==> config.mk <==
export PLATFORM = sky130hd
export DESIGN_NAME = scan_chain_ctrl
export DESIGN_NICKNAME = d
export VERILOG_FILES = /design/src/rtl/scan_chain_ctrl.sv
export SDC_FILE = /design/constraint.sdc
export NUM_CORES = 1
export LEC_CHECK = 0
export BUFFER_PORTS_ARGS = -buffer_cell sky130_fd_sc_hd__buf_2
export CORE_UTILIZATION = 30
export DETAILED_ROUTE_END_ITERATION = 7
export PLACE_DENSITY_LB_ADDON = 0.15
export SKIP_LAST_GASP = 1
export SLEW_MARGIN = 0
export SYNTH_ARGS = -nofsm -noshare
export SYNTH_HDL_FRONTEND = slang
export SYNTH_SLANG_ARGS = --single-unit
==> constraint.sdc <==
create_clock -name clk -period 4.7 [get_ports clk]
set_clock_uncertainty 0.1 [all_clocks]
set_input_delay 0.705 -clock clk [delete_from_list [all_inputs] [get_ports clk]]
set_output_delay 0.705 -clock clk [all_outputs]
set_load 0.02 [all_outputs]
==> src/rtl/scan_chain_ctrl.sv <==
// Sequencer for a negedge-clocked serial scan chain: shifts a parallel word in
// LSB-first while capturing the chain's return bits, then presents the captured word.
module scan_chain_ctrl #(
    parameter int WIDTH = 8,
    parameter int CNT_W = $clog2(WIDTH)
) (
    input  logic             clk,
    input  logic             rst_n,
    input  logic             load_valid,
    output logic             load_ready,
    input  logic [WIDTH-1:0] load_data,
    output logic             scan_en,
    output logic             scan_di,
    input  logic             scan_do,
    output logic             cap_valid,
    input  logic             cap_ready,
    output logic [WIDTH-1:0] cap_data,
    output logic             busy
);

    typedef enum logic [1:0] {IDLE, SHIFT, DONE} state_t;

    state_t           state;
    state_t           state_next;
    logic [WIDTH-1:0] sreg;
    logic [CNT_W-1:0] cnt;
    logic             last;

    assign last = (cnt == CNT_W'(WIDTH - 1));

    always_ff @(posedge clk or negedge rst_n) begin
        if (!rst_n) begin
            state <= IDLE;
        end else begin
            state <= state_next;
        end
    end

    // All handshake and chain outputs decode from state alone; scan_di is
    // gated so it reads 0 whenever the chain is not shifting.
    always_comb begin
        state_next = state;
        load_ready = 1'b0;
        scan_en    = 1'b0;
        scan_di    = 1'b0;
        cap_valid  = 1'b0;
        busy       = 1'b1;
        case (state)
            IDLE: begin
                load_ready = 1'b1;
                busy       = 1'b0;
                if (load_valid) begin
                    state_next = SHIFT;
                end
            end
            SHIFT: begin
                scan_en = 1'b1;
                scan_di = sreg[0];
                if (last) begin
                    state_next = DONE;
                end
            end
            DONE: begin
                cap_valid = 1'b1;
                if (cap_ready) begin
                    state_next = IDLE;
                end
            end
            default: state_next = IDLE;
        endcase
    end

    // The counter holds on the final shift edge so it never wraps mid-transaction.
    always_ff @(posedge clk or negedge rst_n) begin
        if (!rst_n) begin
            sreg     <= '0;
            cnt      <= '0;
            cap_data <= '0;
        end else begin
            case (state)
                IDLE: begin
                    if (load_valid) begin
                        sreg <= load_data;
                        cnt  <= '0;
                    end
                end
                SHIFT: begin
                    sreg          <= {1'b0, sreg[WIDTH-1:1]};
                    cap_data[cnt] <= scan_do;
                    if (!last) begin
                        cnt <= cnt + 1'b1;
                    end
                end
                default: ;
            endcase
        end
    end

endmodule

== After elaboration in Yosys (flattened, before gate mapping) ==
Index checks and enable logic that the tools add are counted.

* Flip-flop bits (word level): 21
* Input port bits: 13
* Output and inout port bits: 13
* Word-level logic and storage cells: 37

* Add/subtract/negate cells: 1
* Magnitude comparators: 2
* Equality and inequality tests: 7
* Muxes and demuxes: 17
* Reduce and logical (&&, ||, !) cells: 6

{| class="wikitable"
|+ Operator list
! kind !! number
|-
| case mux 8 bit (2 select lines) || 1
|-
| bitwise mux 8 bit || 1
|-
| 2-to-1 mux 8 bit || 1
|-
| != test 2 bit (second input constant) || 4
|-
| 2-to-1 mux 1 bit || 6
|-
| 2-to-1 mux 2 bit || 3
|-
| 2-to-1 mux 3 bit || 2
|-
| case mux 2 bit (3 select lines) || 1
|-
| case mux 3 bit (2 select lines) || 1
|-
| AND reduction 3 bit || 2
|-
| < comparator 3 x 4 -> 1 bit (second input constant) || 1
|-
| adder 3 x 1 -> 3 bit (second input constant) || 1
|-
| demux 1 bit (select 3 bit) || 1
|-
| equality test 3 bit (second input constant) || 1
|-
| >= comparator 3 x 1 -> 1 bit (second input constant) || 1
|-
| equality test 2 x 1 -> 1 bit (second input constant) || 1
|-
| equality test 2 bit (second input constant) || 1
|-
| logical NOT 2 bit || 1
|-
| AND reduction 2 bit || 1
|-
| nonzero test 2 bit || 1
|-
| logical AND 1 bit || 1
|}

== Logic depth before layout (Yosys ltp) ==
Gate-level depths: netlist (run 1).

* Depth in word-level cells: 5
* Depth in mapped cells: 5
* Depth with buffers taken out: 5

== Least setup slack after synthesis (run 1) ==
Ideal clock, no wire load.

* Path kind: register to output
* Start: reg state[1]
* End: out busy
* Arrival: 1.119 ns
* Required time: 3.895 ns
* Setup slack: 2.776 ns
* Cell stages (with the launch flop): 4
* Buffers on the path: 1
* Path through: dfrtp_1 buf_2 nor2_1 inv_1

* Word-level cells in the longest chain between the ends: 2

{| class="wikitable"
|+ RTL lines
! item !! RTL line !! text
|-
| from (decl) || 23 || <nowiki>state_t state;</nowiki>
|-
| from (signal assigned) || 35 || <nowiki>state <= state_next;</nowiki>
|-
| logical NOT 2 bit || 48 || <nowiki>case (state)</nowiki>
|-
| 2-to-1 mux 1 bit || 48 ||
|-
| to (decl) || 18 || <nowiki>output logic busy</nowiki>
|}

Every way passes these cells.

== Final worst setup path (run 1) ==
* Start: reg state[0]
* End: out scan_di

* Word-level cells in the longest chain between the ends: 2

{| class="wikitable"
|+ RTL lines
! item !! RTL line !! text
|-
| equality test 2 x 1 -> 1 bit || 48 ||
|-
| 2-to-1 mux 1 bit || 48 ||
|-
| to (decl) || 13 || <nowiki>output logic scan_di,</nowiki>
|}

Every way passes these cells.

==> results of run 1 <==
==> power groups by stage <==
stage	Combinational, mW	Sequential [mW]	Clock (mW)
finish	0.329	0.325	0.0863
floorplan	0.219	0.352	0
global placement	0.330	0.327	0
CTS	0.336	0.326	0.0930
global route	0.370	0.339	0.0982
detailed placement	0.334	0.330	0
==> layout make-up <==
type / count / area share [%]
inverters: 4 / 1.28
clock inverters: 1 / 0.428
well taps: 44 / 4.71
multi-input cells: 57 / 36.0
flip-flops and latches: 21 / 45.0
clock buffers: 3 / 1.93
repair buffers: 25 / 10.7
==> cells in the final DEF, fill, tap and decap left out <==
cell type,count
mux2i_1,3
and2_1,1
a22o_1,1
nand4_1,3
ha_1,2
nand2_1,9
buf_2,25
nand3_1,4
inv_1,4
clkbuf_4,3
dfrtp_1,21
o21ai_0,7
nor2b_1,5
nor2_1,2
clkinv_2,1
o21bai_1,1
nor3b_2,1
a32o_1,1
a22oi_1,7
o21ba_4,1
mux2_1,3
mux2_2,5
mux2_4,1
==> layer usage <==
layer / vias to the layer above / wire length [µm] / global-route usage (%)
li1: 356 / - / -
met1: 355 / 872 / 16.5
met2: 17 / 949 / 20.7
met3: 2 / 80 / 2.18
met4: 0 / 17 / 7.82
met5: - / 0 / 0
==> flip-flops by register name, indices dropped and copies added (netlist names) <==
name and cells:
cnt 3, state 2, cap_data 8, sreg 8
==> worst paths after layout <==
kind,from,end
worst max-delay path,state[0],scan_di
worst min-delay path,rst_n,sreg[2]
worst max register to register,state[0],cap_data[3]
worst min register to register,sreg[2],sreg[2]
max in group asynchronous,rst_n,cap_data[4]
min in group clk,sreg[2],sreg[2]
==> worst max-delay path: cells and delay by family (launching register included) <==
kind	cells	cell delay [ns]
buf+inv	1	0.16
flops	1	0.59
simple gates	2	0.79
==> cells by family after synthesis <==
kind of cell,count (synthesis)
AND/OR/NAND/NOR,25
adder cells (fa/ha/maj),2
multiplexers,12
AO/OA/AOI/OAI,18
buffers and inverters,8
flip-flops,21
==> results.json, run 1 <==
{
  "status": "finished, final reports clean",
  "hold_class": "in2async",
  "async_reset_ff_share_pct": 100,
  "post-route-period-util_pct": 56.4,
  "regArea_um2": 526,
  "cp-start-kind": "flop",
  "synth_area_um2": 990,
  "synth.top_cells.by_area": "dfrtp_1 (53%), mux2_2 (5.7%), a22oi_1 (5.3%)",
  "io_pins": 26,
  "setup-violations-final": 0,
  "cts_hold_buf": 0,
  "cts-root-buf": "clkbuf_4",
  "place_inst": 151,
  "rsz0062_at_grt": "false",
  "relSlewSlack_pct": 57.3,
  "switchingPower_uw": 303,
  "synth_top_family_by_area": "multiplexers",
  "grtUsageTotal_pct": 13.0,
  "yosys_most_used_dff": "dfrtp_1",
  "power_frac_comb_pct": 44.5,
  "start_util_pct": 31.9,
  "synth_compound_area_share_pct": 13.1,
  "power_uw": 740,
  "gp_congestion": 0.759,
  "synth.net_count": 101,
  "design_area_um2": 1170,
  "grt_max_degree": 22,
  "clk_pin_slew_ns": 0.12,
  "cts_buffers": 3,
  "die_w_um": 59.4,
  "r2r_slack_ns": 2.79,
  "drcViolationCount": 0,
  "viasPerCell": 4.71,
  "dieArea_um2": 3530,
  "worstSetupPathType": "reg2out",
  "nFillCells": 344,
  "cpMaxStageDelayCell": "dfrtp_1",
  "postLayoutCoreUtil_pct": 37.7,
  "timing_hold_violations_final": 0,
  "min_period_ns": 2.65,
  "ys_types": 23,
  "wire_per_inst_um": 12.4,
  "postRouteAntennaNets": 0,
  "postCtsSetupBuffers": 0,
  "p_clk_share_pct": 11.7,
  "clk_latency_ns": 0.30,
  "vias": 730,
  "path_cells": "nor2b_1, and2_1, buf_2",
  "clockBufferDepth": 2,
  "drive_above_1_share_pct": 33.3,
  "seq_area_frac_synth_pct": 53.1,
  "core_area_um2": 3100,
  "grt_pass1_wl_um": 3330,
  "synth_seq_cells": 21,
  "hpwl_um": 1390,
  "synth_mux_area_share_pct": 13.7,
  "synth-simple-area-share_pct": 13.1,
  "clock_sinks": 21,
  "hold_slack_ns": 0.234,
  "p_seq_share_pct": 43.9,
  "p_leak_nw": 0.547,
  "drv_cap": 0,
  "yosys.area_share.adder_pct": 2.53,
  "p_sw_share_pct": 40.9,
  "drt-pass1-iter-count": 3,
  "worstPathArrival_ns": 1.84,
  "syn2layout_area_growth_pct": 18.1,
  "placed_area_um2": 1140,
  "fin_nets": 127,
  "cts_resized": 0,
  "setup_ws_ns": 2.05,
  "worstMarginPinSlew_ns": 0.639,
  "syn_inst": 86,
  "reg2regPathDepth": 3,
  "setup-tns-final_ns": 0,
  "synth.yosys.warnings": 0,
  "antenna_found_initial": 0,
  "overflow": 0,
  "yosysMostFrequentCell": "dfrtp_1",
  "drt_iter0_drc": 18,
  "die_height_um": 59.4,
  "synth_top_area_share_pct": 53.1,
  "yosysTopAreaCell": "dfrtp_1",
  "place_ws_ns": 2.39,
  "worst-path-max-fanout": 14,
  "io_buffer_count": 25,
  "synth_edf_count": 0,
  "required_ns": 3.89,
  "peakVddDrop_uv": 236,
  "antenna_cells": 0,
  "intPower_uw": 437,
  "finalWirelength_um": 1920,
  "end_kind": "primary output",
  "syn_area_per_cell_um2": 11.5,
  "max_freq_mhz": 377,
  "grt_pass1_vias": 747,
  "yosys.area_share.xor_xnor_pct": 0,
  "rows": 20,
  "synth_common_cells": "dfrtp_1 (21), nand2_1 (9), a22oi_1 (7), o21ai_0 (7)",
  "htree_num_levels": 1,
  "cp_slowest_stage_delay_ns": 0.59,
  "slew_violations": 0,
  "finalNonFillerCells": 155,
  "multi_input_area_um2": 420,
  "power.density_nw_per_um2": 633,
  "cts_tree": "done"
}
(Power assumes the default switching activity.)
==> run 2, diff against run 1 <==
==> constraint.sdc (replaced) <==
create_clock -name clk -period 2.3 [get_ports clk]
set_clock_uncertainty 0.1 [all_clocks]
set_input_delay 0.345 -clock clk [delete_from_list [all_inputs] [get_ports clk]]
set_output_delay 0.345 -clock clk [all_outputs]
set_load 0.02 [all_outputs]
==> results.json, run 2 (synthesis gave the netlist of run 1 again) <==
{
  "status": "finished, final reports clean",
  "grtUsageTotal_pct": 13.3,
  "clk_latency_ns": 0.31,
  "intPower_uw": 909,
  "post-route-period-util_pct": 86.4,
  "cts_tree": "done",
  "grt_pass1_vias": 811,
  "cts_buffers": 3,
  "worst-path-max-fanout": 14,
  "drt_iter0_drc": 39,
  "cpMaxStageDelayCell": "dfrtp_1",
  "dieArea_um2": 3530,
  "finalWirelength_um": 2030,
  "viasPerCell": 4.71,
  "drt-pass1-iter-count": 4,
  "fin_nets": 130,
  "timing_hold_violations_final": 0,
  "clockBufferDepth": 2,
  "p_clk_share_pct": 11.8,
  "p_sw_share_pct": 40.8,
  "overflow": 0,
  "drive_above_1_share_pct": 34.2,
  "end_kind": "primary output",
  "grt_pass1_wl_um": 3480,
  "gp_congestion": 0.753,
  "drv_cap": 0,
  "wire_per_inst_um": 12.8,
  "io_buffer_count": 25,
  "final_cell_mix": "buf_2 (25), dfrtp_1 (21), nand2_1 (9)",
  "postRouteAntennaNets": 0,
  "relSlewSlack_pct": 65.2,
  "core_area_um2": 3100,
  "cp_num_buf_inv": 2,
  "cp_slowest_stage_delay_ns": 0.61,
  "p_seq_share_pct": 43.1,
  "regArea_um2": 526,
  "layout_top_registers": "cap_data: 8 flops, sreg: 8 flops, cnt: 3 flops",
  "clock_sinks": 21,
  "die_w_um": 59.4,
  "worstPathArrival_ns": 1.54,
  "die_height_um": 59.4,
  "htree_num_levels": 1,
  "power_frac_comb_pct": 45.1,
  "r2r_slack_ns": 0.54,
  "rows": 20,
  "hold_class": "in2reg",
  "io_pins": 26,
  "setup-tns-final_ns": 0,
  "switchingPower_uw": 628,
  "start_util_pct": 31.9,
  "grt_max_degree": 22,
  "postLayoutCoreUtil_pct": 38.5,
  "antenna_found_initial": 0,
  "peakVddDrop_uv": 501,
  "cts-root-buf": "clkbuf_4",
  "nFillCells": 331,
  "critical-path-top-delay-family": "flip-flops",
  "finalNonFillerCells": 158,
  "antenna_cells": 0,
  "p_leak_nw": 0.561,
  "required_ns": 1.86,
  "power.density_nw_per_um2": 1290,
  "setup-violations-final": 0,
  "rsz0062_at_grt": "false",
  "postCtsSetupBuffers": 0,
  "max_freq_mhz": 503,
  "vias": 744,
  "clk_pin_slew_ns": 0.13,
  "worstSetupPathType": "reg2out",
  "layout_commonest_cell": "buf_2",
  "slew_violations": 0,
  "syn2layout_area_growth_pct": 20.6,
  "place_inst": 153,
  "multi_input_area_um2": 420,
  "hpwl_um": 1430,
  "drcViolationCount": 0,
  "min_period_ns": 1.99,
  "cts_resized": 0,
  "worstMarginPinSlew_ns": 0.522,
  "cp-start-kind": "flop",
  "path_cells": "nor2b_1, buf_4, and2_1, buf_2",
  "power_mw": 1.54
}
## run 2: changes by cell type in the layout (fill, tap and decap cells not counted)
cell           before  now
buf_4               0    2
dlygate4sd3_1       0    1
## run 2: power by group through the flow
stage	combinational [mW]	clock, mW	sequential (mW)
floorplan	0.447	0	0.720
global placement	0.689	0	0.666
detailed placement	0.702	0	0.672
CTS	0.704	0.194	0.664
global route	0.776	0.203	0.688
finish	0.693	0.181	0.663
## run 2: metrics by stage
stage | setup slack, ns | instance area, µm² | hold WS [ns]
final | 0.313 | 1190 | 0.193
after global routing | 0.166 | 1190 | 0.206
after detailed placement | 0.558 | 1160 | 0.239
after floorplan | 0.677 | 990 | -0.0506
after CTS | 0.293 | 1190 | 0.180
after global placement | 0.631 | 1160 | 0.240
## run 2: path summary, 6_finish.rpt
kind	startpoint	to	depth (start not counted)
worst max-delay path	state[0]	scan_di	4
max in group asynchronous	rst_n	cap_data[2]	2
worst max register to register	cnt[0]	cnt[0]	5
worst min register to register	sreg[4]	sreg[4]	2
min in group asynchronous	rst_n	sreg[2]	2
worst min-delay path	load_data[7]	sreg[7]	2
## run 2: worst reg2reg max path, cell delays in order, from the launching register on
cell and delay [ns]:
dfrtp_1 0.48, ha_1 0.24, ha_1 0.20, nor2b_1 0.15, o21ba_4 0.18, mux2_4 0.30
## run 2: layout make-up
cell class,count,area share (%)
Sequential cell,21,44.0
Clock buffer,3,1.89
Clock inverter,1,0.419
Inverter,4,1.26
Tap cell,44,4.61
Timing Repair Buffer,28,12.6
Multi-Input combinational cell,57,35.2
## run 2: what timing repair did
item                                    4_1_cts  5_1_grt
hold buffers                                  1        0
endpoints found under the hold margin        21        0
endpoints found under the setup margin        0        0
## run 2: routing by layer
layer,global-route usage [%],part of all wire (%),wire (µm)
met3,1.97,4.0,82
met4,8.16,0.84,17
met1,16.3,46,925
met5,0,0,0
met2,22.0,49,1000
==> run 3, diff against run 2 <==
--- a/config.mk
+++ b/config.mk
@@ -6,8 +6,12 @@
 export NUM_CORES = 1
 export LEC_CHECK = 0
 export BUFFER_PORTS_ARGS = -buffer_cell sky130_fd_sc_hd__buf_2
-export CORE_UTILIZATION = 30
+export CELL_PAD_IN_SITES_DETAIL_PLACEMENT = 1
+export CELL_PAD_IN_SITES_GLOBAL_PLACEMENT = 2
+export CORE_UTILIZATION = 29
+export CTS_CLUSTER_DIAMETER = 50
 export DETAILED_ROUTE_END_ITERATION = 7
+export GPL_TIMING_DRIVEN = 0
 export PLACE_DENSITY_LB_ADDON = 0.15
 export SKIP_LAST_GASP = 1
 export SLEW_MARGIN = 0
==> results.json, run 3 (synthesis gave the netlist of run 1 again) <==
{
  "status": "finished, final reports clean",
  "reg2regPathDepth": 5,
  "worstMarginPinSlew_ns": 0.550,
  "drt_iter0_drc": 44,
  "cts_tree": "done",
  "clk_latency_ns": 0.30,
  "hpwl_um": 1530,
  "hold_slack_ns": 0.194,
  "required_ns": 1.86,
  "postCtsSetupBuffers": 0,
  "core_area_um2": 3150,
  "io_pins": 26,
  "setup-tns-final_ns": 0,
  "slew_violations": 0,
  "gp_congestion": 0.691,
  "reg2reg_from": "cnt[0]",
  "relSlewSlack_pct": 63.2,
  "grtUsageTotal_pct": 13.3,
  "drcViolationCount": 0,
  "worstPathArrival_ns": 1.37,
  "drive_above_1_share_pct": 34.5,
  "die_w_um": 60.4,
  "postRouteAntennaNets": 0,
  "worstSetupPathType": "reg2out",
  "viasPerCell": 4.73,
  "setup-violations-final": 0,
  "antenna_cells": 0,
  "worst-path-max-fanout": 10,
  "vias": 756,
  "rows": 20,
  "fin_nets": 132,
  "setup_ws_ns": 0.485,
  "postLayoutCoreUtil_pct": 38.3,
  "grt_pass1_wl_um": 3570,
  "rsz0062_at_grt": "false",
  "place_ws_ns": 0.567,
  "timing_hold_violations_final": 0,
  "cts-root-buf": "clkbuf_4",
  "grt_max_degree": 22,
  "power.density_nw_per_um2": 1290,
  "htree_num_levels": 1,
  "clock_sinks": 21,
  "p_leak_nw": 0.568,
  "overflow": 0,
  "io_buffer_count": 25,
  "antenna_found_initial": 0,
  "final_cell_mix": "buf_2 (27), dfrtp_1 (21), nand2_1 (9)",
  "clockBufferDepth": 2,
  "peakVddDrop_uv": 440,
  "drt-pass1-iter-count": 4,
  "clk_pin_slew_ns": 0.12,
  "syn2layout_area_growth_pct": 21.9,
  "die_height_um": 60.4,
  "hold_depth": 2,
  "max_freq_mhz": 551,
  "layout_commonest_cell": "buf_2",
  "finalWirelength_um": 2120,
  "r2r_slack_ns": 0.56,
  "rr_endpoint": "cnt[0]",
  "hp-start": "load_data[7]",
  "start_util_pct": 31.4,
  "cts_buffers": 3,
  "drv_cap": 0,
  "power_mw": 1.56,
  "layout_top_registers": "cap_data: 8 flops, sreg: 8 flops, cnt: 3 flops",
  "wire_per_inst_um": 13.3,
  "cts_resized": 0,
  "hold_class": "in2reg",
  "min_period_ns": 1.82,
  "end_kind": "primary output",
  "grt_pass1_vias": 777,
  "post-route-period-util_pct": 78.9,
  "cp-start-kind": "flop",
  "min_to": "sreg[7]",
  "dieArea_um2": 3650
}
[run 3: area by class of cell]
class                   count  area (µm²)
repair buffers             26         135
clock buffers               4        26.3
well taps                  44        55.1
flip-flops and latches     21         526
plain buffers               4        28.8
multi-input cells          57         420
fillers                   393        1950
inverters                   4        15.0
[run 3: timing repair]
action | 4_1_cts | 5_1_grt
endpoints found under the setup margin | 0 | 0
hold buffers | 1 | 0
hold endpoints to repair | 21 | 0
[run 3: power breakdown]
part / leakage (nW) / internal (mW) / switching, mW
sequential: 0.260 / 0.528 / 0.119
combinational: 0.293 / 0.326 / 0.402
clock: 0.0150 / 0.0675 / 0.114
[run 3: per-stage QoR]
stage	instances	instance area (µm²)
CTS	160	1210
floorplan	86	990
detailed placement	155	1170
finish	160	1210
global route	160	1210
global placement	155	1170
[run 3: critical path: stages (launching register included)]
cell and delay (ns):
dfrtp_1 0.45, buf_2 0.23, nor2b_1 0.20, buf_2 0.19
[run 3: worst max path at each step]
stage	slack [ns]	endpoint	start
after floorplan	0.68	cnt[0]	cnt[0]
after global placement	0.58	cnt[0]	cnt[0]
after detailed placement	0.57	cnt[0]	cnt[0]
after CTS	0.45	cap_valid	state[1]
after global routing	0.39	cap_valid	state[1]
final	0.48	cap_valid	state[1]
[run 3: routing by layer]
layer	GRT usage, %	share of wire [%]	vias to the layer above
met5	0	0	-
met4	5.84	0.66	0
met3	2.13	4.4	2
met2	23.4	46	19
met1	16.1	49	366
li1	-	-	369
